==> config.mk <==
export PLATFORM = sky130hd
export DESIGN_NAME = delta_tile_sequencer
export DESIGN_NICKNAME = d
export VERILOG_FILES = /design/src/rtl/delta_tile_sequencer.sv
export SDC_FILE = /design/constraint.sdc
export NUM_CORES = 1
export LEC_CHECK = 0
export ABC_AREA = 1
export ABC_CLOCK_PERIOD_IN_PS = 4100
export CELL_PAD_IN_SITES_DETAIL_PLACEMENT = 0
export CELL_PAD_IN_SITES_GLOBAL_PLACEMENT = 1
export CORE_UTILIZATION = 40
export DETAILED_ROUTE_END_ITERATION = 8
export GPL_TIMING_DRIVEN = 0
export PLACE_DENSITY_LB_ADDON = 0.1
export RECOVER_POWER = 50
export SLEW_MARGIN = 0
export SYNTH_ARGS = -nofsm -noshare
export SYNTH_HDL_FRONTEND = slang
export SYNTH_SLANG_ARGS = --single-unit
==> constraint.sdc <==
create_clock -name clock -period 4.1 [get_ports clock]
set_clock_uncertainty 0.1 [all_clocks]
set_input_delay 0.615 -clock clock [delete_from_list [all_inputs] [get_ports clock]]
set_output_delay 0.615 -clock clock [all_outputs]
set_load 0.01 [all_outputs]
==> src/rtl/delta_tile_sequencer.sv <==
// Layer loop sequencer for the Delta accelerator: walks IC x OW x OH x OC tiles
// and drives one-cycle start pulses / done handshakes to the load, compute and store units.
module delta_tile_sequencer #(
  parameter int unsigned PU_NUM  = 4,
  parameter int unsigned PU_OC   = 8,
  parameter int unsigned TILE_IC = 8,
  parameter int unsigned TILE_OH = 8,
  parameter int unsigned TILE_OW = 8,
  parameter int unsigned CH_W    = 12,
  parameter int unsigned FS_W    = 9
) (
  input  logic                                      clock,
  input  logic                                      reset,
  input  logic                                      start,
  output logic                                      ack,
  output logic                                      done,
  output logic                                      busy,
  output logic                                      cfg_err,
  input  logic [CH_W-1:0]                           IC_Num,
  input  logic [CH_W-1:0]                           OC_Num,
  input  logic [FS_W-1:0]                           ORC_Size,
  input  logic                                      load_input,
  input  logic                                      store_output,
  output logic                                      isram_ld_start,
  input  logic                                      isram_ld_done,
  output logic                                      bias_ld_start,
  input  logic                                      bias_ld_done,
  output logic                                      ibuf_ld_start,
  input  logic                                      ibuf_ld_done,
  output logic                                      PU_start,
  output logic                                      weight_start,
  input  logic [PU_NUM-1:0]                         PU_finished,
  output logic                                      finish_cycle,
  output logic                                      obuf_st_start,
  input  logic                                      obuf_st_done,
  output logic                                      osram_st_start,
  input  logic                                      osram_st_done,
  output logic [1:0]                                dram_sel,
  output logic [CH_W-1:0]                           i_ch,
  output logic [CH_W-1:0]                           o_ch,
  output logic [FS_W-1:0]                           o_r,
  output logic [FS_W-1:0]                           o_c,
  output logic [$clog2(TILE_IC+1)-1:0]              PU_IC_Num,
  output logic [PU_NUM*$clog2(PU_OC+1)-1:0]         PU_OC_Num,
  output logic [PU_NUM-1:0]                         pu_active,
  output logic [$clog2(TILE_OH+1)-1:0]              tile_h,
  output logic [$clog2(TILE_OW+1)-1:0]              tile_w
);

  localparam int unsigned ICN_W   = $clog2(TILE_IC+1);
  localparam int unsigned OCN_W   = $clog2(PU_OC+1);
  localparam int unsigned TH_W    = $clog2(TILE_OH+1);
  localparam int unsigned TW_W    = $clog2(TILE_OW+1);
  localparam int unsigned OC_STEP = PU_NUM*PU_OC;

  typedef enum logic [3:0] {
    S_IDLE, S_ACK, S_CFG, S_ISRAM_LD, S_CHECK, S_BIAS_LD, S_IBUF_LD, S_OP_START,
    S_OP_WAIT, S_OP_FINISH, S_OBUF_ST, S_IDX_INC, S_OSRAM_ST, S_DONE
  } state_t;

  state_t          state, state_next;
  logic            first;
  logic [CH_W-1:0] ic_num, oc_num;
  logic [FS_W-1:0] orc_size;
  logic            load_in_q, store_out_q;

  logic [31:0] ic_sum, oc_sum, or_sum, och_sum;
  logic        ic_wrap, oc_wrap, or_wrap, och_wrap, cfg_zero, pu_all_done;

  // Candidate next index values and their wrap conditions
  assign ic_sum   = 32'(i_ch) + TILE_IC;
  assign oc_sum   = 32'(o_c) + TILE_OW;
  assign or_sum   = 32'(o_r) + TILE_OH;
  assign och_sum  = 32'(o_ch) + OC_STEP;
  assign ic_wrap  = ic_sum >= 32'(ic_num);
  assign oc_wrap  = oc_sum >= 32'(orc_size);
  assign or_wrap  = or_sum >= 32'(orc_size);
  assign och_wrap = och_sum >= 32'(oc_num);
  assign cfg_zero = (ic_num == '0) || (oc_num == '0) || (orc_size == '0);
  assign pu_all_done = &(PU_finished | ~pu_active);

  // State register; first marks the entry cycle of each state
  always_ff @(posedge clock or negedge reset) begin
    if (!reset) begin
      state <= S_IDLE;
      first <= 1'b0;
    end else begin
      state <= state_next;
      first <= (state_next != state);
    end
  end

  always_comb begin
    state_next = state;
    unique case (state)
      S_IDLE:      if (start) state_next = S_ACK;
      S_ACK:       state_next = S_CFG;
      S_CFG:       state_next = cfg_zero ? S_DONE : (load_in_q ? S_ISRAM_LD : S_CHECK);
      S_ISRAM_LD:  if (!first && isram_ld_done) state_next = S_CHECK;
      S_CHECK:     state_next = (i_ch == '0) ? S_BIAS_LD : S_IBUF_LD;
      S_BIAS_LD:   if (!first && bias_ld_done) state_next = S_IBUF_LD;
      S_IBUF_LD:   if (!first && ibuf_ld_done) state_next = S_OP_START;
      S_OP_START:  state_next = S_OP_WAIT;
      S_OP_WAIT:   if (pu_all_done) state_next = S_OP_FINISH;
      S_OP_FINISH: state_next = ic_wrap ? S_OBUF_ST : S_IDX_INC;
      S_OBUF_ST:   if (!first && obuf_st_done) state_next = S_IDX_INC;
      S_IDX_INC: begin
        if (ic_wrap && oc_wrap && or_wrap && och_wrap)
          state_next = store_out_q ? S_OSRAM_ST : S_DONE;
        else
          state_next = S_CHECK;
      end
      S_OSRAM_ST:  if (!first && osram_st_done) state_next = S_DONE;
      S_DONE:      state_next = S_IDLE;
      default:     state_next = S_IDLE;
    endcase
  end

  always_comb begin
    ack            = 1'b0;
    done           = 1'b0;
    busy           = 1'b0;
    isram_ld_start = 1'b0;
    bias_ld_start  = 1'b0;
    ibuf_ld_start  = 1'b0;
    PU_start       = 1'b0;
    weight_start   = 1'b0;
    finish_cycle   = 1'b0;
    obuf_st_start  = 1'b0;
    osram_st_start = 1'b0;
    dram_sel       = 2'd0;
    busy           = (state != S_IDLE);
    unique case (state)
      S_ACK:       ack = 1'b1;
      S_DONE:      done = 1'b1;
      S_ISRAM_LD:  isram_ld_start = first;
      S_BIAS_LD: begin
        bias_ld_start = first;
        dram_sel      = 2'd2;
      end
      S_IBUF_LD:   ibuf_ld_start = first;
      S_OP_START: begin
        PU_start     = 1'b1;
        weight_start = 1'b1;
        dram_sel     = 2'd3;
      end
      S_OP_WAIT:   dram_sel = 2'd3;
      S_OP_FINISH: begin
        finish_cycle = 1'b1;
        dram_sel     = 2'd3;
      end
      S_OBUF_ST: begin
        obuf_st_start = first;
        dram_sel      = 2'd1;
      end
      S_OSRAM_ST: begin
        osram_st_start = first;
        dram_sel       = 2'd1;
      end
      default: ;
    endcase
  end

  // Config latch, error flag and tile index walk (IC innermost, OC outermost)
  always_ff @(posedge clock or negedge reset) begin
    if (!reset) begin
      ic_num      <= '0;
      oc_num      <= '0;
      orc_size    <= '0;
      load_in_q   <= 1'b0;
      store_out_q <= 1'b0;
      cfg_err     <= 1'b0;
      i_ch        <= '0;
      o_ch        <= '0;
      o_r         <= '0;
      o_c         <= '0;
    end else begin
      if (state == S_ACK) begin
        ic_num      <= IC_Num;
        oc_num      <= OC_Num;
        orc_size    <= ORC_Size;
        load_in_q   <= load_input;
        store_out_q <= store_output;
        cfg_err     <= 1'b0;
        i_ch        <= '0;
        o_ch        <= '0;
        o_r         <= '0;
        o_c         <= '0;
      end
      if (state == S_CFG && cfg_zero) cfg_err <= 1'b1;
      if (state == S_IDX_INC) begin
        i_ch <= ic_wrap ? '0 : CH_W'(ic_sum);
        if (ic_wrap) o_c <= oc_wrap ? '0 : FS_W'(oc_sum);
        if (ic_wrap && oc_wrap) o_r <= or_wrap ? '0 : FS_W'(or_sum);
        if (ic_wrap && oc_wrap && or_wrap) o_ch <= och_wrap ? '0 : CH_W'(och_sum);
      end
    end
  end

  logic [31:0] ic_rem, h_rem, w_rem;

  // Per-tile valid counts; remainders clamp at zero instead of underflowing
  assign ic_rem    = (32'(ic_num) > 32'(i_ch)) ? 32'(ic_num) - 32'(i_ch) : '0;
  assign h_rem     = (32'(orc_size) > 32'(o_r)) ? 32'(orc_size) - 32'(o_r) : '0;
  assign w_rem     = (32'(orc_size) > 32'(o_c)) ? 32'(orc_size) - 32'(o_c) : '0;
  assign PU_IC_Num = ICN_W'((ic_rem > TILE_IC) ? TILE_IC : ic_rem);
  assign tile_h    = TH_W'((h_rem > TILE_OH) ? TILE_OH : h_rem);
  assign tile_w    = TW_W'((w_rem > TILE_OW) ? TILE_OW : w_rem);

  for (genvar k = 0; k < PU_NUM; k++) begin : g_lane
    logic [31:0] base, rem, lane;
    assign base = 32'(o_ch) + 32'(k) * PU_OC;
    assign rem  = (32'(oc_num) > base) ? 32'(oc_num) - base : '0;
    assign lane = (rem > PU_OC) ? PU_OC : rem;
    assign PU_OC_Num[k*OCN_W +: OCN_W] = OCN_W'(lane);
    assign pu_active[k] = (lane != '0);
  end

endmodule

Word-level counts from Yosys, hierarchy flattened
Cells that the tools add are included.
Word-level totals
  register bits: 83
  bits of input ports: 47
Operators by class
  add/sub/neg operators: 14
  $lt $le $gt $ge: 18
  eq/ne operators: 14
  muxes and demuxes: 55
  bitwise gates (word level): 2
  reduce and logical (&&, ||, !) cells: 27
Operators by type and width (count)
  $mux W32: 11
  $gt A32 B4 Y1 const B: 7
  $reduce_bool A32 Y1: 4
  $mux W12: 7
  $mux W9: 8
  $pmux W4 S13: 1
  $mux W4: 12
  $sub A12 B13 Y14: 3
  $gt A12 B13 Y1: 3
  $logic_not A12 Y1: 3
  $add A12 B4 Y13 const B: 2
  $add A12 B5 Y13 const B: 2
  $ge A13 B12 Y1: 2
  $sub A12 B12 Y13: 2
  $eq A4 B4 Y1 const B: 6
  $gt A12 B12 Y1: 2
  $add A9 B4 Y10 const B: 2
  $ge A10 B9 Y1: 2
  $sub A9 B9 Y10: 2
  $gt A9 B9 Y1: 2
  $eq A4 B3 Y1 const B: 4
  $add A12 B6 Y13 const B: 1
  $mux W1: 13
  $logic_and A1 B1 Y1: 9
  17 further kinds: 20

Depth between registers and ports, before layout
  word-level depth: 12
  depth in mapped cells: 24

Worst setup path before layout
No wires, ideal clock.
  kind: register to output
  start point: register o_ch[5]
  end point: output PU_OC_Num[12]
  data arrival time: 2.845 ns
  slack: 0.540 ns
  cell stages (with the launch flop): 17
  buffers on the path: 0
  cell sequence: dfrtp_1 > ha_1 > inv_1 > nand2_1 > nand3_1 > nor2_1 > xor2_1 > ha_1 > nand2_1 > nor2_1 > nand4_1 > nand3_1 > o211ai_1 > a21oi_1 > nand4_1 > a2111o_1 > nor2_1
On the way
  cells in the longest elaborated chain, start to end: 5
  elaborated cells between the ends (all ways): 6
  classes of those cells: add/sub: 2; order compare: 2; mux: 2
Ends and longest elaborated chain
  from (decl): RTL line 40  | output logic [CH_W-1:0] o_ch,
  from (signal assigned): RTL line 195  | if (ic_wrap && oc_wrap && or_wrap) o_ch <= och_wrap ? '0 : CH_W'(och_sum);
  $add A12 B5 Y13 (*): RTL line 212  | assign base = 32'(o_ch) + 32'(k) * PU_OC;
  $sub A12 B13 Y14 or $gt A12 B13 Y1 (tied branches): RTL line 213  | assign rem = (32'(oc_num) > base) ? 32'(oc_num) - base : '0;
  $mux W32 (*): RTL line 213
  $gt A32 B4 Y1: RTL line 214  | assign lane = (rem > PU_OC) ? PU_OC : rem;
  $mux W32 (*): RTL line 214
  to (decl): RTL line 44  | output logic [PU_NUM*$clog2(PU_OC+1)-1:0] PU_OC_Num,
Every way passes the cells marked *; elsewhere a longest branch is shown, timed or not.

Worst setup path in the final report
  start point: register o_ch[4]
  end point: output pu_active[1]
On the way
  cells in the longest elaborated chain, start to end: 6
  elaborated cells between the ends (all ways): 7
  classes of those cells: add/sub: 2; order compare: 2; mux: 2; reduce/logical: 1
Ends and longest elaborated chain
  $add A12 B4 Y13 (*): RTL line 212
  $sub A12 B13 Y14 or $gt A12 B13 Y1 (tied branches): RTL line 213
  $mux W32 (*): RTL line 213
  $gt A32 B4 Y1: RTL line 214
  $mux W32 (*): RTL line 214
  $reduce_bool A32 Y1 (*): RTL line 216  | assign pu_active[k] = (lane != '0);
  to (decl): RTL line 45  | output logic [PU_NUM-1:0] pu_active,
Marks and branches as above.

==> results.cfg <==
[status]
status = complete, but fails checks
violations = max-capacitance violations, max-slew violations

[yosys]
yosysUniqueCellTypes = 55
synth_warnings = 0
synth-main-ff-cell = dfrtp_1
yosysTopAreaCell = dfrtp_1
syn-cell-area_sq_um = 9548
synth-seq-cells = 80
async_flop_share = 1.000
synth.avg_cell_area_sq_um = 6.460
ys_seq_area_frac = 0.2097
synth_area_leaders = dfrtp_1 (21%), ha_1 (15%), nand2_1 (13%)
synth.top_cell.area_share = 0.2097
syn_inst = 1478
synth-edff-count = 0

[worst_setup_path]
path_buf_inv = 5
r2r-start = o_ch[5]$_DFF_PN0_
cp_num_cells = 21
worst-endpoint-required_ns = 3.38
crit_path_end_kind = output port
path_max_fanout = 7
rr_worst_depth = 23
setup.worst_path.start = o_ch[4]$_DFFE_PN0P_
cpLargestDelayFamily = simple AND/OR/NAND/NOR gates
cp-start-kind = register
slowest_stage = dfrtp_2
crit_chain = buf_12 > ha_4 > buf_4 > xnor2_2 > nor2_1 > a21oi_1 > ha_1 > nand2_2 > nor2_2 > nand4_1 > buf_4 > nand3_2 > nand2_4 > inv_4 > o21ai_1 > nand2_1 > nor2_1 > nand2_1 > nor2_2 > nand2_2 > clkbuf_2
worstPathArrival_ns = 3.30
critPathMaxStageDelay_ns = 0.45
path_class = register to output port

[sta]
rsz0062_at_grt = true
maxSlewViolCount = 36
setup_tns_ns = 0
slew_headroom = -0.3117
tightest_slew_ns = 1.968
hold_ws_ns = 0.3993
min_period_ns = 4.013
finalHoldViolCount = 0
fmax_mhz = 249.2
setup_viol = 0
post-route-period-util = 0.9788

[layout]
area_delta_synth_final_pct = 30.18
nFillCells = 2387
multi_input_area_sq_um = 6937
final_layout_size_suffix_gt1_frac = 0.1460
seqCellArea_sq_um = 2013
nNetsFinal = 1840
final_cells = 1998

[power_and_ir_drop]
pwr-share-comb = 0.756
max-vdd-ir-drop_uv = 318.4
powerDensity_nw_per_um2 = 675.2
pwr-share-clk = 0.087
netSwitchingPower_w = 0.004593
swShare = 0.5473
p_leak_nw = 6.504
power_frac_seq = 0.157
internal_power_w = 0.003799

[hold_path]
whs_path_depth = 2
hp-class = register to register
holdCritStartpoint = cfg_err$_DFFE_PN0P_

[detailed_routing]
route.met3.wl_um = 1356
top_layer = met4
dr_total_vias = 10100
drtAntennaViolNets = 0
wirelength_um = 31540
wl_met1_um = 13740
routedWlPerCell_um = 15.79
drc = 0
first_pass_iters = 5
dr_wl_met2_um = 15570
drt_iter0_drc = 486
vias_per_cell = 5.057

[die]
num_rows = 56
num_io_pins = 135
die_h_um = 156.5
core_sq_um = 23470
die-area_sq_um = 24490
die_x_um = 156.5
start_util = 0.4068

[grt]
grt_max_degree = 47
grt_antenna_before_repair = 2
grt_pass1_vias = 9558
grt_pass1_wl_um = 48920
overflow = 0
gr-usage-all-layers = 0.2578

[clock_tree]
cts-root-buf = clkbuf_16
cts-buffers-inserted = 9
clk_latency_ns = 0.34
htreeDepth = 3
cts_sinks = 80
cts_tree = done
clk_pin_slew_worst_paths_ns = 0.06
clockBufferDepth = 2

[place]
port_buffers = 131
gp_congestion = 0.9610
place_hpwl_um = 25350
placedCellCount = 1932

[job]
maxCapViolCount = 1
layer usage:
metal	global-route usage	up-vias
met2	0.4615	206
met1	0.3178	4676
li1	-	5173
met5	0	-
met4	0.08123	0
met3	0.03462	49
cells in the final DEF (no fill, tap or decap), types with 6 or more instances in the layout:
cell and count:
nor2_2 17, ha_4 11, a21oi_2 8, buf_2 11, o21ai_0 69, dlygate4sd3_1 35, o21ai_1 20, nand3_1 83
xor2_1 47, xor2_2 6, clkbuf_1 10, nor2_4 11, inv_2 24, dfrtp_1 71, ha_1 100, nand3_2 8
nand4_1 32, dlymetal6s2s_1 8, nor3_1 18, clkdlybuf4s50_1 73, inv_1 244, nand2_2 23, nand2_4 8, nand2_1 323
clkbuf_2 7, clkbuf_16 9, o22ai_1 8, o21bai_1 14, xnor2_1 7, nor2_1 146, dfrtp_2 9, buf_4 57
a21oi_1 68
cell usage after synthesis (6+ instances only):
library cell  number
a21oi_1           76
buf_4              6
clkbuf_1           9
dfrtp_1           80
ha_1             114
inv_1            258
inv_2             11
nand2_1          340
nand2_2            9
nand3_1           92
nand4_1           32
nor2_1           167
nor3_1            20
nor4_1             6
o21ai_0           78
o21ai_1           15
o21bai_1          14
o22ai_1            8
xnor2_1            8
xor2_1            55
power groups by stage:
stage | combinational [W] | sequential [W] | clock [W]
global route | 0.00719 | 0.00134 | 0.000771
floorplan | 0.00421 | 0.00117 | 0
CTS | 0.00595 | 0.00131 | 0.000748
finish | 0.00635 | 0.00132 | 0.000730
global placement | 0.00571 | 0.00132 | 0
detailed placement | 0.00573 | 0.00132 | 0
state kept, by name, indices dropped and copies added (netlist names):
register	cells
i_ch	9
cfg_err	1
o_ch	12
load_in_q	1
ic_num	12
orc_size	9
oc_num	12
state	4
o_c	9
store_out_q	1
o_r	9
first	1
cell families (layout without fill, tap and decap cells):
kind of cell,Yosys count,after routing,synth area share
other,2,6,0.0007866
adders and majority gates,117,117,0.1557
buffers and inverters,294,491,0.1207
and+or+nand+nor,689,689,0.3141
xor gates and xnor gates,63,63,0.05779
AOI/OAI and AO/OA,233,233,0.1413
DFF,80,80,0.2097
cell type report:
type,count,share of cell area
flip-flops and latches,80,0.1620
multi-input cells,1107,0.5581
diodes,1,0.0002013
clock buffers,9,0.01812
clock inverters,4,0.002013
inverters,272,0.08275
repair buffers,184,0.1344
plain buffers,22,0.01037
well taps,319,0.03211
path summary, 6_finish.rpt:
| kind | end | slack, ns |
|---|---|---|
| min | cfg_err$_DFFE_PN0P_ | 0.40 |
| min in group asynchronous | state[1]$_DFF_PN0_ | 0.71 |
| min reg2reg | cfg_err$_DFFE_PN0P_ | 0.40 |
| max in group asynchronous | orc_size[0]$_DFFE_PN0P_ | 1.01 |
| max reg2reg | first$_DFF_PN0_ | 0.59 |
| max | pu_active[1] | 0.09 |
worst reg2reg max path, cell delays in order (launching register included):
cell and delay [ns]:
dfrtp_2 0.53, ha_4 0.21, nand3_4 0.09, buf_4 0.16, xor2_1 0.13, ha_1 0.37, buf_6 0.15, nand2_4 0.06
a21oi_1 0.04, nor2_1 0.16, nand3_2 0.12, nand2_2 0.09, nand2_1 0.06, o21ai_1 0.13, nand3_1 0.10, nor2_2 0.13
nand4_1 0.12, buf_4 0.15, buf_4 0.14, nand2_1 0.06, nand4_1 0.13, nand2_2 0.10, nand2_1 0.05, nand2_1 0.05
timing repair:
item                                    in CTS  in global routing
buffers inserted                            24                 28
hold buffers                                 0                  0
resized for setup                           89                110
endpoints found under the hold margin        0                  0
endpoints found under the setup margin      24                 29
pin swaps                                   24                 55
metrics by stage:
stage | util | total power (W) | area (sq um) | worst slack [ns]
floorplan | - | 0.005385 | 9559 | 0.5399
global placement | 0.4801 | 0.007026 | 11270 | -0.9024
detailed placement | 0.4812 | 0.007049 | 11290 | -0.5660
CTS | 0.5097 | 0.008002 | 11960 | -0.06514
global route | 0.5294 | 0.009302 | 12430 | -0.1214
finish | 0.5295 | 0.008392 | 12430 | 0.08684
No activity file was read; power rests on OpenSTA's default activity.
==> RTL change 1 (config.mk and constraints unchanged) <==
Set the parameter `TILE_OH` to 4 (it was 8).
--- a/src/rtl/delta_tile_sequencer.sv
+++ b/src/rtl/delta_tile_sequencer.sv
@@ -4,7 +4,7 @@
   parameter int unsigned PU_NUM  = 4,
   parameter int unsigned PU_OC   = 8,
   parameter int unsigned TILE_IC = 8,
-  parameter int unsigned TILE_OH = 8,
+  parameter int unsigned TILE_OH = 4,
   parameter int unsigned TILE_OW = 8,
   parameter int unsigned CH_W    = 12,
   parameter int unsigned FS_W    = 9
Interface: changed (resized tile_h); port bits go from 135 to 134. No check against the original RTL was run, so the function may have changed too.
==> RTL change 1 against the original RTL <==
  * The run still ends with capacitance limit, slew limit left
  * Sequential share of layout area fell by 0.45 points
  * Power rose by 5.5%
  * Design area rose by 2.8%
  * Setup slack improved by 0.063 ns
  * Wire length rose by 1.5%
  * Synthesized cell count rose by 4.3%
  * Clock power rose by 18%
  * Core utilization rose by 0.84 points
  * Final cell count rose by 3.3%
  * Hold slack got worse by 0.033 ns
  * Register-to-register slack got worse by 0.15 ns
  * Sequential cell count did not move
  * First-iteration DRC count rose by 26%
  * Area after synthesis rose by 2.8%
  * Largest power group unchanged
==> RTL change 1: results (changes against the original RTL) <==
<table>
<tr><th>Metric</th><th>Value</th></tr>
<tr><th colspan="2">GRT</th></tr>
<tr><td>Largest net degree at the start of global routing</td><td>62 (+32%)</td></tr>
<tr><td>Initial antenna violation count</td><td>0 (-2)</td></tr>
<tr><th colspan="2">Outcome</th></tr>
<tr><td>Violations in the final reports</td><td>capacitance limit, slew limit</td></tr>
<tr><td>Status</td><td>finished with violations</td></tr>
<tr><th colspan="2">CTS</th></tr>
<tr><td>Resize count post-CTS</td><td>93 (+4.5%)</td></tr>
<tr><td>Setup fix buffers added after clock tree synthesis</td><td>31 (+29%)</td></tr>
<tr><th colspan="2">STA</th></tr>
<tr><td>Final Max Tran Viols</td><td>62 (+72%)</td></tr>
<tr><td>Rel. slew slack</td><td>-0.0479 (+0.264)</td></tr>
<tr><td>Worst hold slack across all endpoints</td><td>0.367 ns (-0.0326 ns)</td></tr>
<tr><th colspan="2">Synth</th></tr>
<tr><td>Leading cell types by count after synthesis</td><td>nand2_1, inv_1, nor2_1</td></tr>
<tr><td>Post-synth cell types</td><td>57 (+3.6%)</td></tr>
<tr><td>Most area-consuming cells after synthesis</td><td>dfrtp_1, nand2_1, ha_1</td></tr>
<tr><td>Share of synthesized area occupied by flip-flops and latches</td><td>0.204 (-0.00567)</td></tr>
<tr><th colspan="2">Final layout</th></tr>
<tr><td>NumNets Final</td><td>1,903 (+3.4%)</td></tr>
<tr><td>ANT cells</td><td>0 (-1)</td></tr>
<tr><td>Filler Cell Count</td><td>2,486 (+4.1%)</td></tr>
<tr><td>Proportion of layout cells with a drive suffix above 1</td><td>0.146 (-0.000365)</td></tr>
<tr><th colspan="2">Min path</th></tr>
<tr><td>Classification of the worst-slack hold path</td><td>input pin to asynchronous set/reset pin</td></tr>
<tr><th colspan="2">Route</th></tr>
<tr><td>Ratio of routed vias to standard cells</td><td>5.06 (about the same)</td></tr>
<tr><td>Aggregate routed wire length</td><td>32,000 um (+1.5%)</td></tr>
<tr><th colspan="2">Pwr</th></tr>
<tr><td>Switching share of power</td><td>0.545 (-0.00249)</td></tr>
<tr><td>Maximum vdd drop</td><td>0.436 mV (+37%)</td></tr>
<tr><td>Power consumed by the clock network</td><td>0.000862 W (+18%)</td></tr>
<tr><td>Comb. pwr</td><td>0.00668 W (+5.2%)</td></tr>
<tr><th colspan="2">Worst setup path</th></tr>
<tr><td>R2R depth</td><td>19 (-17%)</td></tr>
<tr><td>Worst setup slack for register-to-register paths</td><td>0.44 ns (-0.15 ns)</td></tr>
<tr><td>Max FO, Critical Path</td><td>6 (-1)</td></tr>
<tr><th colspan="2">Placement</th></tr>
<tr><td>Post-placement cell area</td><td>11,500 sq um (+2.3%)</td></tr>
<tr><td>Detailed-placement wirelength estimate</td><td>25,700 um (+1.3%)</td></tr>
<tr><th colspan="2">Job</th></tr>
<tr><td>Maxcap violations</td><td>1 (unchanged)</td></tr>
</table>
-- RTL change 1: cell count changes after synthesis, sizes merged, moves of 5 or more --
cell	unedited run	this run
a21oi	76	70
inv	271	293
nand2	354	421
nand3	93	98
nand4	32	39
nor2	176	146
nor3	20	26
o21ai	94	75
o31ai	2	8
-- RTL change 1: worst max-delay path by stage --
stage / start / to / slack (ns) / cells after the start
6_report: o_ch[5] / PU_OC_Num[12] / 0.15 / 15
5_1_grt: o_ch[5] / pu_active[3] / -0.1 / 18
4_1_cts: o_ch[5] / PU_OC_Num[12] / -0.14 / 15
3_5_place_dp: o_ch[5] / PU_OC_Num[9] / -0.46 / 15
3_3_place_gp: reset / first / -0.79 / 1
2_1_floorplan: o_ch[5] / PU_OC_Num[12] / 0.62 / 14
-- RTL change 1: routing by layer --
layer	GRT usage	routed length (um)
met1	0.339	14300
met5	0	0
met2	0.462	15900
met4	0.0527	507
met3	0.0248	1290
-- RTL change 1: final cells by class --
class,count,area (sq um),area share
inverter,294,1120,0.0876
tap,319,399,0.0312
clock inverter,4,51.3,0.00401
buffer,22,145,0.0114
timing repair buffer,184,1680,0.131
sequential,80,2010,0.157
multi-input combinational,1148,7110,0.556
clock buffer,12,267,0.0209
-- RTL change 1: cells by family (layout without fill, tap and decap cells) --
group | Yosys count | in the layout | share of synthesized area
and+or+nand+nor | 752 | 752 | 0.333
buffers and inverters | 316 | 516 | 0.127
AOI/OAI and AO/OA | 212 | 212 | 0.128
adders and majority gates | 117 | 117 | 0.151
DFF | 80 | 80 | 0.204
xor gates and xnor gates | 62 | 62 | 0.0561
other | 2 | 5 | 0.000765
-- RTL change 1: metrics by stage --
step,utilization,cells
final,0.538,2063
after global routing,0.538,2063
after CTS,0.519,2041
after detailed placement,0.486,1994
after global placement,0.485,1993
after floorplan,-,1544
==> RTL change 2 (config.mk and constraints unchanged) <==
Without the edit above. Reset style: synchronous (`reset`), changed in 2 clocked blocks.
--- a/src/rtl/delta_tile_sequencer.sv
+++ b/src/rtl/delta_tile_sequencer.sv
@@ -80,7 +80,7 @@
   assign pu_all_done = &(PU_finished | ~pu_active);
 
   // State register; first marks the entry cycle of each state
-  always_ff @(posedge clock or negedge reset) begin
+  always_ff @(posedge clock) begin
     if (!reset) begin
       state <= S_IDLE;
       first <= 1'b0;
@@ -162,7 +162,7 @@
   end
 
   // Config latch, error flag and tile index walk (IC innermost, OC outermost)
-  always_ff @(posedge clock or negedge reset) begin
+  always_ff @(posedge clock) begin
     if (!reset) begin
       ic_num      <= '0;
       oc_num      <= '0;
Formal check against the unedited RTL: differs if reset is asserted again (counterexample within 4 cycles, from zero or initial values and one cycle with reset low); with reset held inactive, the same outputs for 4 cycles.
==> RTL change 2 against the original RTL <==
  * Sequential power down 11%
  * Sequential cell count unchanged
  * Setup slack better by 0.047 ns
  * Wire length up 1.1%
  * Area after synthesis down 0.60%
  * Core utilization down 0.45 points
  * Non-clock buffer count down 8
  * Design area down 2.9%
  * Power up 13%
  * Synthesized cell count up 4.4%
  * Largest cell class unchanged
  * Largest power group unchanged
==> RTL change 2: results (changes against the original RTL) <==
<table>
<tr><th>Metric</th><th>Value</th></tr>
<tr><th colspan="2">Outcome</th></tr>
<tr><td>Status</td><td>completed</td></tr>
<tr><th colspan="2">Final layout</th></tr>
<tr><td>Filler Cell Count</td><td>2,426 (+1.6%)</td></tr>
<tr><td>Proportion of layout cells with a drive suffix above 1</td><td>0.110 (-0.0361)</td></tr>
<tr><td>NumNets Final</td><td>1,888 (+2.6%)</td></tr>
<tr><th colspan="2">Placement</th></tr>
<tr><td>Last weighted congestion value of the routability-driven placer</td><td>0.905 (-5.9%)</td></tr>
<tr><td>Detailed-placement wirelength estimate</td><td>25,900 um (+2.2%)</td></tr>
<tr><td>Worst slack after detailed placement</td><td>-0.457 ns (+0.109 ns)</td></tr>
<tr><th colspan="2">GRT</th></tr>
<tr><td>Vias in the first global route</td><td>9,665 (+1.1%)</td></tr>
<tr><td>Global router's overall resource usage</td><td>0.265 (+0.00689)</td></tr>
<tr><td>First-pass GRT wire length</td><td>50,500 um (+3.3%)</td></tr>
<tr><th colspan="2">Min path</th></tr>
<tr><td>Launch instance of the worst min-delay path</td><td>store_out_q</td></tr>
<tr><td>Hold Crit Endpoint</td><td>store_out_q</td></tr>
<tr><th colspan="2">Synth</th></tr>
<tr><td>Share of synthesized area occupied by flip-flops and latches</td><td>0.169 (-0.0409)</td></tr>
<tr><td>Leading cell types by count after synthesis</td><td>nand2_1, inv_1, a21oi_1</td></tr>
<tr><td>Parity-gate share of the synthesized area counting xor and xnor cells</td><td>0.0608 (+0.00299)</td></tr>
<tr><td>Most area-consuming cells after synthesis</td><td>dfxtp_1, ha_1, nand2_1</td></tr>
<tr><td>Post-synth cell types</td><td>51 (-7.3%)</td></tr>
<tr><th colspan="2">Pwr</th></tr>
<tr><td>Switching share of power</td><td>0.557 (+0.00999)</td></tr>
<tr><td>Leakage power figure</td><td>6.06 nW (-6.9%)</td></tr>
<tr><td>Part of the power in registers</td><td>0.124 (-0.033)</td></tr>
<tr><td>Maximum vdd drop</td><td>0.450 mV (+41%)</td></tr>
<tr><td>Power dissipated in sequential cells</td><td>0.00118 W (-11%)</td></tr>
<tr><th colspan="2">Worst setup path</th></tr>
<tr><td>Delay contributed by the slowest stage of the critical path</td><td>0.34 ns (-0.11 ns)</td></tr>
<tr><td>Worst reg2reg endpoint</td><td>first</td></tr>
<tr><td>Worst setup slack for register-to-register paths</td><td>0.22 ns (-0.37 ns)</td></tr>
<tr><td>Launch point of the worst path</td><td>o_ch[7]</td></tr>
<tr><td>R2R depth</td><td>25 (+8.7%)</td></tr>
<tr><td>Data arrival time of the critical path</td><td>3.25 ns (-0.05 ns)</td></tr>
<tr><th colspan="2">STA</th></tr>
<tr><td>Pin slew with the least headroom to its limit</td><td>0.833 ns (-1.13 ns)</td></tr>
<tr><th colspan="2">Route</th></tr>
<tr><td>Ratio of routed vias to standard cells</td><td>5.03 (-0.44%)</td></tr>
<tr><td>Met2 routed WL</td><td>14,900 um (-4.1%)</td></tr>
</table>
[RTL change 2: cell types whose count changed after synthesis, moves of 9 or more]
| cell | before | now |
|---|---|---|
| nor2_1 | 167 | 131 |
| nand2_1 | 340 | 358 |
| o21ai_0 | 78 | 68 |
| clkbuf_1 | 9 | 18 |
| o21ai_1 | 15 | 4 |
| dfxtp_1 | 0 | 80 |
| nor3_1 | 20 | 38 |
| dfrtp_1 | 80 | 0 |
| a21oi_1 | 76 | 132 |
[RTL change 2: per-layer routing]
metal  vias to the layer above  track usage
met2                       264        0.460
li1                       5362            -
met4                         0       0.0845
met1                      4616        0.340
met5                         -            0
met3                        49       0.0281
[RTL change 2: per-stage QoR]
stage / instances / hold WS [ns] / utilization / TNS (ns) / area (sq um)
floorplan: 1546 / 0.330 / - / 0 / 9500
global placement: 1989 / 0.358 / 0.487 / -2.42 / 11200
detailed placement: 1989 / 0.368 / 0.487 / -2.50 / 11200
CTS: 2028 / 0.378 / 0.515 / 0 / 11800
global route: 2042 / 0.407 / 0.525 / -0.403 / 12100
finish: 2044 / 0.368 / 0.525 / 0 / 12100
[RTL change 2: repair_timing]
action	4_1_cts	5_1_grt
gates cloned	0	0
pin swaps	19	24
setup endpoints to repair	24	28
buffers inserted	23	14
resized for setup	74	54
[RTL change 2: layout make-up]
cell class | count | area, sq um | area share
Buffer | 31 | 189 | 0.0157
Clock buffer | 9 | 225 | 0.0187
Tap cell | 313 | 392 | 0.0325
Antenna cell | 2 | 5.00 | 0.000415
Clock inverter | 7 | 61.3 | 0.00508
Sequential cell | 80 | 1620 | 0.135
Inverter | 277 | 1060 | 0.0876
Multi-Input combinational cell | 1158 | 6940 | 0.575
Timing Repair Buffer | 167 | 1570 | 0.130
